===== src/rtl/hazard_stall_ctrl_pkg.sv =====
// hazard_stall_ctrl_pkg
// Shared definitions for the hazard/stall controller: freeze-sequencer state
// encoding and the default register-index width.
package hazard_stall_ctrl_pkg;

    // Freeze sequencer states
    typedef enum logic [1:0] {
        StRun     = 2'd0,
        StMulWait = 2'd1,
        StMemWait = 2'd2
    } state_e;

    localparam int unsigned DEF_REG_W = 4;

endpackage


===== src/rtl/hazard_stall_ctrl_sat_counter.sv =====
// sat_counter
// Saturating up-counter used for pipeline performance statistics.
// Ports:
//   i_clk    - clock, rising edge
//   i_rst_n  - synchronous reset, active-low
//   i_inc    - count this edge
//   i_clr    - synchronous clear, wins over i_inc
//   o_count  - current count, sticks at all-ones
module sat_counter #(
    parameter int unsigned CNT_W = 16
) (
    input  logic             i_clk,
    input  logic             i_rst_n,
    input  logic             i_inc,
    input  logic             i_clr,
    output logic [CNT_W-1:0] o_count
);

    logic [CNT_W-1:0] r_count;

    always_ff @(posedge i_clk) begin
        if (!i_rst_n) begin
            r_count <= '0;
        end else if (i_clr) begin
            r_count <= '0;
        end else if (i_inc && (r_count != '1)) begin
            r_count <= r_count + CNT_W'(1);
        end
    end

    assign o_count = r_count;

endmodule


===== src/rtl/hazard_stall_ctrl.sv =====
// hazard_stall_ctrl
// Hazard and stall controller sitting beside the ID stage. Detects RAW hazards
// between ID sources and EXE/MEM destinations (load-use only when forwarding
// is on), sequences whole-pipeline freezes for multi-cycle multiplies and
// memory-busy waits, and keeps stall/bubble statistics.
// Ports:
//   i_clk, i_rst_n            - clock, synchronous active-low reset
//   i_src1, i_src2, i_two_src - ID source registers, src2 valid flag
//   i_exe_dest, i_exe_wb_en, i_exe_mem_r_en - EXE destination, wb, load flag
//   i_mem_dest, i_mem_wb_en   - MEM destination and wb flag
//   i_forward_en              - forwarding unit active
//   i_mul_start, i_mem_busy   - multiply entering EXE, SRAM not ready
//   i_perf_clr                - clear statistics counters
//   o_hazard_detected, o_freeze_if, o_freeze_id, o_bubble_ex, o_freeze_back
//   o_stall_cycles, o_bubble_count - statistics
// Build option: define HAZ_PERF_CNT_EN to build the statistics counters;
// otherwise both counter outputs are tied to zero and i_perf_clr is ignored.
module hazard_stall_ctrl
    import hazard_stall_ctrl_pkg::*;
#(
    parameter int unsigned REG_W   = DEF_REG_W,
    parameter int unsigned MUL_LAT = 3,
    parameter int unsigned CNT_W   = 16
) (
    input  logic             i_clk,
    input  logic             i_rst_n,
    input  logic [REG_W-1:0] i_src1,
    input  logic [REG_W-1:0] i_src2,
    input  logic             i_two_src,
    input  logic [REG_W-1:0] i_exe_dest,
    input  logic             i_exe_wb_en,
    input  logic             i_exe_mem_r_en,
    input  logic [REG_W-1:0] i_mem_dest,
    input  logic             i_mem_wb_en,
    input  logic             i_forward_en,
    input  logic             i_mul_start,
    input  logic             i_mem_busy,
    input  logic             i_perf_clr,
    output logic             o_hazard_detected,
    output logic             o_freeze_if,
    output logic             o_freeze_id,
    output logic             o_bubble_ex,
    output logic             o_freeze_back,
    output logic [CNT_W-1:0] o_stall_cycles,
    output logic [CNT_W-1:0] o_bubble_count
);

    localparam int unsigned MulCntW   = $clog2(MUL_LAT + 1);
    // The mul_start cycle is already frozen from RUN, so MUL_WAIT only has to
    // cover the remaining MUL_LAT-2 cycles; with MUL_LAT<=2 it is never used.
    localparam bit          MulFreeze = (MUL_LAT > 1);
    localparam bit          MulWaitEn = (MUL_LAT > 2);
    localparam int unsigned MulLoad   = MulWaitEn ? (MUL_LAT - 2) : 0;

    state_e               r_state;
    state_e               w_state_d;
    logic [MulCntW-1:0]   r_mul_cnt;
    logic [MulCntW-1:0]   w_mul_cnt_d;

    logic w_hit_e1, w_hit_e2, w_hit_m1, w_hit_m2;
    logic w_hazard;
    logic w_freeze_all;

    // RAW hazard detection
    assign w_hit_e1 = i_exe_wb_en & (i_src1 == i_exe_dest);
    assign w_hit_e2 = i_exe_wb_en & i_two_src & (i_src2 == i_exe_dest);
    assign w_hit_m1 = i_mem_wb_en & (i_src1 == i_mem_dest);
    assign w_hit_m2 = i_mem_wb_en & i_two_src & (i_src2 == i_mem_dest);

    // With forwarding, everything except a load in EXE can be bypassed.
    assign w_hazard = i_forward_en ? (i_exe_mem_r_en & (w_hit_e1 | w_hit_e2))
                                   : (w_hit_e1 | w_hit_e2 | w_hit_m1 | w_hit_m2);

    assign w_freeze_all = i_mem_busy
                        | (r_state == StMulWait)
                        | ((r_state == StRun) & i_mul_start & MulFreeze);

    assign o_hazard_detected = w_hazard;
    assign o_freeze_back     = w_freeze_all;
    assign o_freeze_if       = w_hazard | w_freeze_all;
    assign o_freeze_id       = w_hazard | w_freeze_all;
    // A bubble while the back end is held would overwrite the held ID/EX entry.
    assign o_bubble_ex       = w_hazard & ~w_freeze_all;

    always_ff @(posedge i_clk) begin
        if (!i_rst_n) begin
            r_state   <= StRun;
            r_mul_cnt <= '0;
        end else begin
            r_state   <= w_state_d;
            r_mul_cnt <= w_mul_cnt_d;
        end
    end

    always_comb begin
        w_state_d   = r_state;
        w_mul_cnt_d = r_mul_cnt;
        unique case (r_state)
            StRun: begin
                // mem_busy wins; a held mul_start is seen again back in RUN.
                if (i_mem_busy) begin
                    w_state_d = StMemWait;
                end else if (i_mul_start && MulWaitEn) begin
                    w_state_d   = StMulWait;
                    w_mul_cnt_d = MulCntW'(MulLoad);
                end
            end
            StMulWait: begin
                // Leave when this cycle consumes the last remaining wait cycle.
                if (r_mul_cnt <= MulCntW'(1)) begin
                    w_mul_cnt_d = '0;
                    w_state_d   = i_mem_busy ? StMemWait : StRun;
                end else begin
                    w_mul_cnt_d = r_mul_cnt - MulCntW'(1);
                end
            end
            StMemWait: begin
                if (!i_mem_busy) begin
                    w_state_d = StRun;
                end
            end
            default: begin
                w_state_d   = StRun;
                w_mul_cnt_d = '0;
            end
        endcase
    end

`ifdef HAZ_PERF_CNT_EN
    sat_counter #(
        .CNT_W (CNT_W)
    ) u_stall_cnt (
        .i_clk   (i_clk),
        .i_rst_n (i_rst_n),
        .i_inc   (o_freeze_if),
        .i_clr   (i_perf_clr),
        .o_count (o_stall_cycles)
    );

    sat_counter #(
        .CNT_W (CNT_W)
    ) u_bubble_cnt (
        .i_clk   (i_clk),
        .i_rst_n (i_rst_n),
        .i_inc   (o_bubble_ex),
        .i_clr   (i_perf_clr),
        .o_count (o_bubble_count)
    );
`else
    logic w_unused_perf_clr;
    assign w_unused_perf_clr = i_perf_clr;
    assign o_stall_cycles    = '0;
    assign o_bubble_count    = '0;
`endif

endmodule


===== config.mk =====
export PLATFORM = sky130hd
export DESIGN_NAME = hazard_stall_ctrl
export DESIGN_NICKNAME = d
export VERILOG_FILES = /design/src/rtl/hazard_stall_ctrl_pkg.sv /design/src/rtl/hazard_stall_ctrl_sat_counter.sv /design/src/rtl/hazard_stall_ctrl.sv
export SDC_FILE = /design/constraint.sdc
export NUM_CORES = 1
export LEC_CHECK = 0
export ABC_AREA = 0
export BUFFER_PORTS_ARGS = -buffer_cell sky130_fd_sc_hd__buf_4
export CAP_MARGIN = 25
export CORE_MARGIN = 1
export CORE_UTILIZATION = 38
export CTS_BUF_LIST = sky130_fd_sc_hd__clkbuf_2
export DETAILED_ROUTE_END_ITERATION = 10
export GPL_TIMING_DRIVEN = 0
export PLACE_DENSITY = 0.83
export SYNTH_ARGS = -nofsm -noshare
export SYNTH_HDL_FRONTEND = slang
export SYNTH_SLANG_ARGS = --single-unit

===== constraint.sdc =====
create_clock -name i_clk -period 1.3 [get_ports i_clk]
set_input_delay 0.195 -clock i_clk [delete_from_list [all_inputs] [get_ports i_clk]]
set_output_delay 0.195 -clock i_clk [all_outputs]
set_load 0.02 [all_outputs]

### Word-level counts from Yosys, hierarchy flattened

Cells that the tools add are included.

* output and inout bits: 37
* input bits: 26
* logic and storage cells: 45
* flip-flop bits (word level): 4

* reductions and logical operators: 3
* equal/unequal tests: 11
* magnitude comparators: 1
* add/sub/neg operators: 1
* muxes and demuxes: 10
* bitwise logic cells: 17

Operator list (number)
* equality test 4 bit: 4
* two-way mux 2 bit: 7
* one-hot mux 2 bit (3 select lines): 2
* AND 1 bit: 9
* != test 2 bit, second input constant: 3
* OR 1 bit: 6
* AND reduction 3 bit: 2
* != test 3 bit, second input constant: 1
* equality test 2 x 1 -> 1 bit, second input constant: 1
* equality test 2 bit, second input constant: 1
* <= comparator 2 x 1 -> 1 bit, second input constant: 1
* logical NOT 2 bit: 1
* != test 2 x 1 -> 1 bit, second input constant: 1
* inverter 1 bit: 2
* subtractor 2 x 1 -> 2 bit, second input constant: 1
* two-way mux 1 bit: 1

### Depth between registers and ports, before layout

* depth in word-level cells: 7
* mapped depth: 5
* depth with buffers taken out: 4

### Worst setup path before layout

Ideal clock, no wire load.

* path kind: register to output
* from: register r_state[0]
* to: output o_freeze_if
* stages on the path, launching flop included: 6
* arrival time: 1.404 ns
* buffers on the path: 2
* slack: -0.299 ns
* cell sequence: dfxtp_1 > buf_2 > nor2_1 > o21bai_1 > nand3b_1 > buf_4

* cells in the longest elaborated chain, start to end: 4
* elaborated cells between the ends (all ways): 6
* classes of those cells: 1 x eq/ne; 4 x bitwise; 1 x reduce/logical

Ends and longest elaborated chain
* start, declared: RTL line hazard_stall_ctrl.sv:55 `state_e r_state;`
* start signal, assigned: RTL line hazard_stall_ctrl.sv:87 `r_state <= StRun;`
* start signal, assigned: RTL line hazard_stall_ctrl.sv:90 `r_state <= w_state_d;`
* equality test 2 x 1 -> 1 bit or logical NOT 2 bit (tied branches): RTL line hazard_stall_ctrl.sv:75, hazard_stall_ctrl.sv:76
* OR 1 bit or AND 1 bit (tied branches): RTL line hazard_stall_ctrl.sv:75, hazard_stall_ctrl.sv:76
* OR 1 bit (*): RTL line hazard_stall_ctrl.sv:76 `| ((r_state == StRun) & i_mul_start & MulFreeze);`
* via o_freeze_back: RTL line hazard_stall_ctrl.sv:43 `output logic o_freeze_back,`
* OR 1 bit (*)
* end, declared: RTL line hazard_stall_ctrl.sv:40 `output logic o_freeze_if,`

The timed path passes the listed nets; every way through them passes the cells marked *.

### Final worst setup path

* from: input i_mem_dest[2]
* to: output o_freeze_if

* cells in the longest elaborated chain, start to end: 6
* elaborated cells between the ends (all ways): 8
* classes of those cells: 2 x eq/ne; 1 x mux; 5 x bitwise

Ends and longest elaborated chain
* start, declared: RTL line hazard_stall_ctrl.sv:33 `input logic [REG_W-1:0] i_mem_dest,`
* equality test 4 bit: RTL line hazard_stall_ctrl.sv:67 `assign w_hit_m1 = i_mem_wb_en & (i_src1 == i_mem_dest);`
* AND 1 bit: RTL line hazard_stall_ctrl.sv:67
* OR 1 bit: RTL line hazard_stall_ctrl.sv:72 `: (w_hit_e1 | w_hit_e2 | w_hit_m1 | w_hit_m2);`
* OR 1 bit (*): RTL line hazard_stall_ctrl.sv:72
* two-way mux 1 bit (*): RTL line hazard_stall_ctrl.sv:71 `assign w_hazard = i_forward_en ? (i_exe_mem_r_en & (w_hit_e1 | w_hit_e2))`
* OR 1 bit (*): RTL line hazard_stall_ctrl.sv:80 `assign o_freeze_if = w_hazard | w_freeze_all;`

Every way passes the cells marked *; elsewhere a longest branch is shown, timed or not.

==> run metrics <==
DR DRC count=0; DIE AREA=1940 um^2; filler cell count in the final layout=124; ant diodes=0; initial antenna violation count=0; starting density of the core=42.5%; Post-synth ARST share=0%; delay-heaviest family, CP=simple AND/OR/NAND/NOR gates; CP cell instances=buf_8, xor2_2, nor4_2, a22oi_2, nand3b_1, buf_6, buf_6; via count=642; hold_buf cts=0; Worst path most repeated cell=buf_6; unique cell type count in the Yosys netlist=27; 1st-iter DRT viols=15; Tmin final=approximately 1400 ps; vias in the first global route=613; final wirelength=1.48 mm; setup TNS=-355 ps; worst path buffer plus inverter count=3; H-tree levels=1; Slew Viols, Final=0; routability cong.=0.818; post-synth top area share=36.9%; root buf cell=clkbuf_2; WHS=232 ps; first-pass GRT wire length=2.37 mm; most common cell after layout, fill and taps aside=buf_4; worst skew pair latency=approximately 200 ps; post-route ant nets=0; Worst Skew=7.19 ps; Worst-path clk slew=50 ps; final setup fails=4; fin crit share=111%; Syn Area/Cell=7.98 um^2; crit-path max FO=3; Ys Warns=0; EDFF count, synth=0; Final Hold Fails=0; io pins=63; register area share after synthesis=11.9%; Fmax=691 MHz; detailed-route vias per instance=around 3.9; Max Cap Viol=0; total grt overflow=0; CTS Buffer Depth=2; Synth Flop Type=dfxtp_1; cells after synthesis=84; cell leakage power=0.604 nW; CP Capture Type=output pin; FF+latch count, synth=4; dpl hpwl=roughly 1.3 mm; Inserted Clock Buffers=3; signal arrival time at the worst endpoint=1250 ps; WL/cell=9.08 um; synthesized area=~670 um^2; nets@finish=175; biggest area consumer among synthesized cells=buf_4; dominant cells by area after synthesis=buf_4 (37%), dfxtp_1 (12%), xnor2_1 (12%); Slowest cell on crit path=nor4_2; Largest stage delay, worst path=a little over 300 ps; Core Region=1580 um^2; outcome=complete, but fails checks; commonest cells after routing, fill and taps aside=buf_4 (55), conb_1 (32), xnor2_1 (9); Worst EP required=1110 ps; clock sink count=4; Hold Path Class=primary input to register; worst vdd ir=0.406 mV; RSZ-0062 raised after global routing=yes; pin count of the biggest net entering global routing=9; CP startpoint kind=primary input; GRT Total Usage=around 16%; row count=14; Buffers on Ports=29; CTS tree=built; proportion of layout cells with a drive suffix above 1=51.7%; failing checks=negative setup slack; crit path kind=primary input to output pin; drt pass-1 iters=6; Final Worst Setup Slack=-147 ps; die width=44.0 um; PD cells=roughly 560 nW/um^2; Syn-to-layout area delta=67.4%; die height=44.0 um
## metal layers
layer	vias to the layer above	global-route usage, %	part of all wire (%)
met4	0	12.7	3.4
met2	39	31.2	53
met3	6	3.67	8.7
met1	257	14.8	35
met5	-	0	0
li1	340	-	-
## final cells by class
class / count / area [um^2] / share of cell area (%)
timing repair buffer: 30 / 259 / 23.1
inverter: 2 / 7.51 / 0.669
tap: 16 / 20.0 / 1.78
clock buffer: 3 / 15.0 / 1.34
sequential: 4 / 81.3 / 7.25
buffer: 33 / 251 / 22.4
multi-input combinational: 75 / 488 / 43.5
## synth_stat cells (all sizes together) (2+ instances only)
cell,n
a21oi,2
and3,3
buf,34
dfxtp,4
inv,2
nand2,2
nor3b,3
o21ai,2
o22ai,2
xnor2,9
xor2,7
## state kept, by name (all words and copies together), names as in the netlist
signal,flops
r_mul_cnt,2
r_state,2
## report_power, final
| part | internal [mW] | switching [mW] |
|---|---|---|
| Sequential | 0.128 | 0.00709 |
| Combinational | 0.193 | 0.184 |
| Clock | 0.0621 | 0.0496 |
## cells by family after synthesis
| logic type | Yosys count | share of synthesized area, % |
|---|---|---|
| buf+inv | 36 | 38.8 |
| xor+xnor | 16 | 20.9 |
| simple gates | 16 | 15.9 |
| compound gates | 11 | 11.9 |
| flops | 4 | 11.9 |
| other cells | 1 | 0.559 |
## final timing paths
kind | cells after the start | startpoint | slack, ps | endpoint
min | 2 | i_rst_n | 230 | r_mul_cnt[0]
max reg2reg | 4 | r_state[0] | 280 | r_mul_cnt[0]
min reg2reg | 1 | r_mul_cnt[1] | 510 | r_mul_cnt[1]
max | 7 | i_mem_dest[2] | -150 | o_freeze_if
## what timing repair did
item | in CTS | in global routing
setup buffers | 1 | 0
setup endpoints to repair | 4 | 4
pin swaps | 6 | 4
resized for setup | 9 | 4
## stage by stage
stage	instance area (um^2)	util, %	setup slack, ps	total power, mW	std cells
after floorplan	816	-	-54.5	0.392	115
after global placement	1050	66.8	-176	0.490	160
after detailed placement	1050	66.8	-188	0.494	160
after CTS	1100	70.0	-164	0.623	163
after global routing	1120	71.2	-190	0.673	163
final	1120	71.2	-147	0.625	163
No activity file was read; power rests on OpenSTA's default activity.
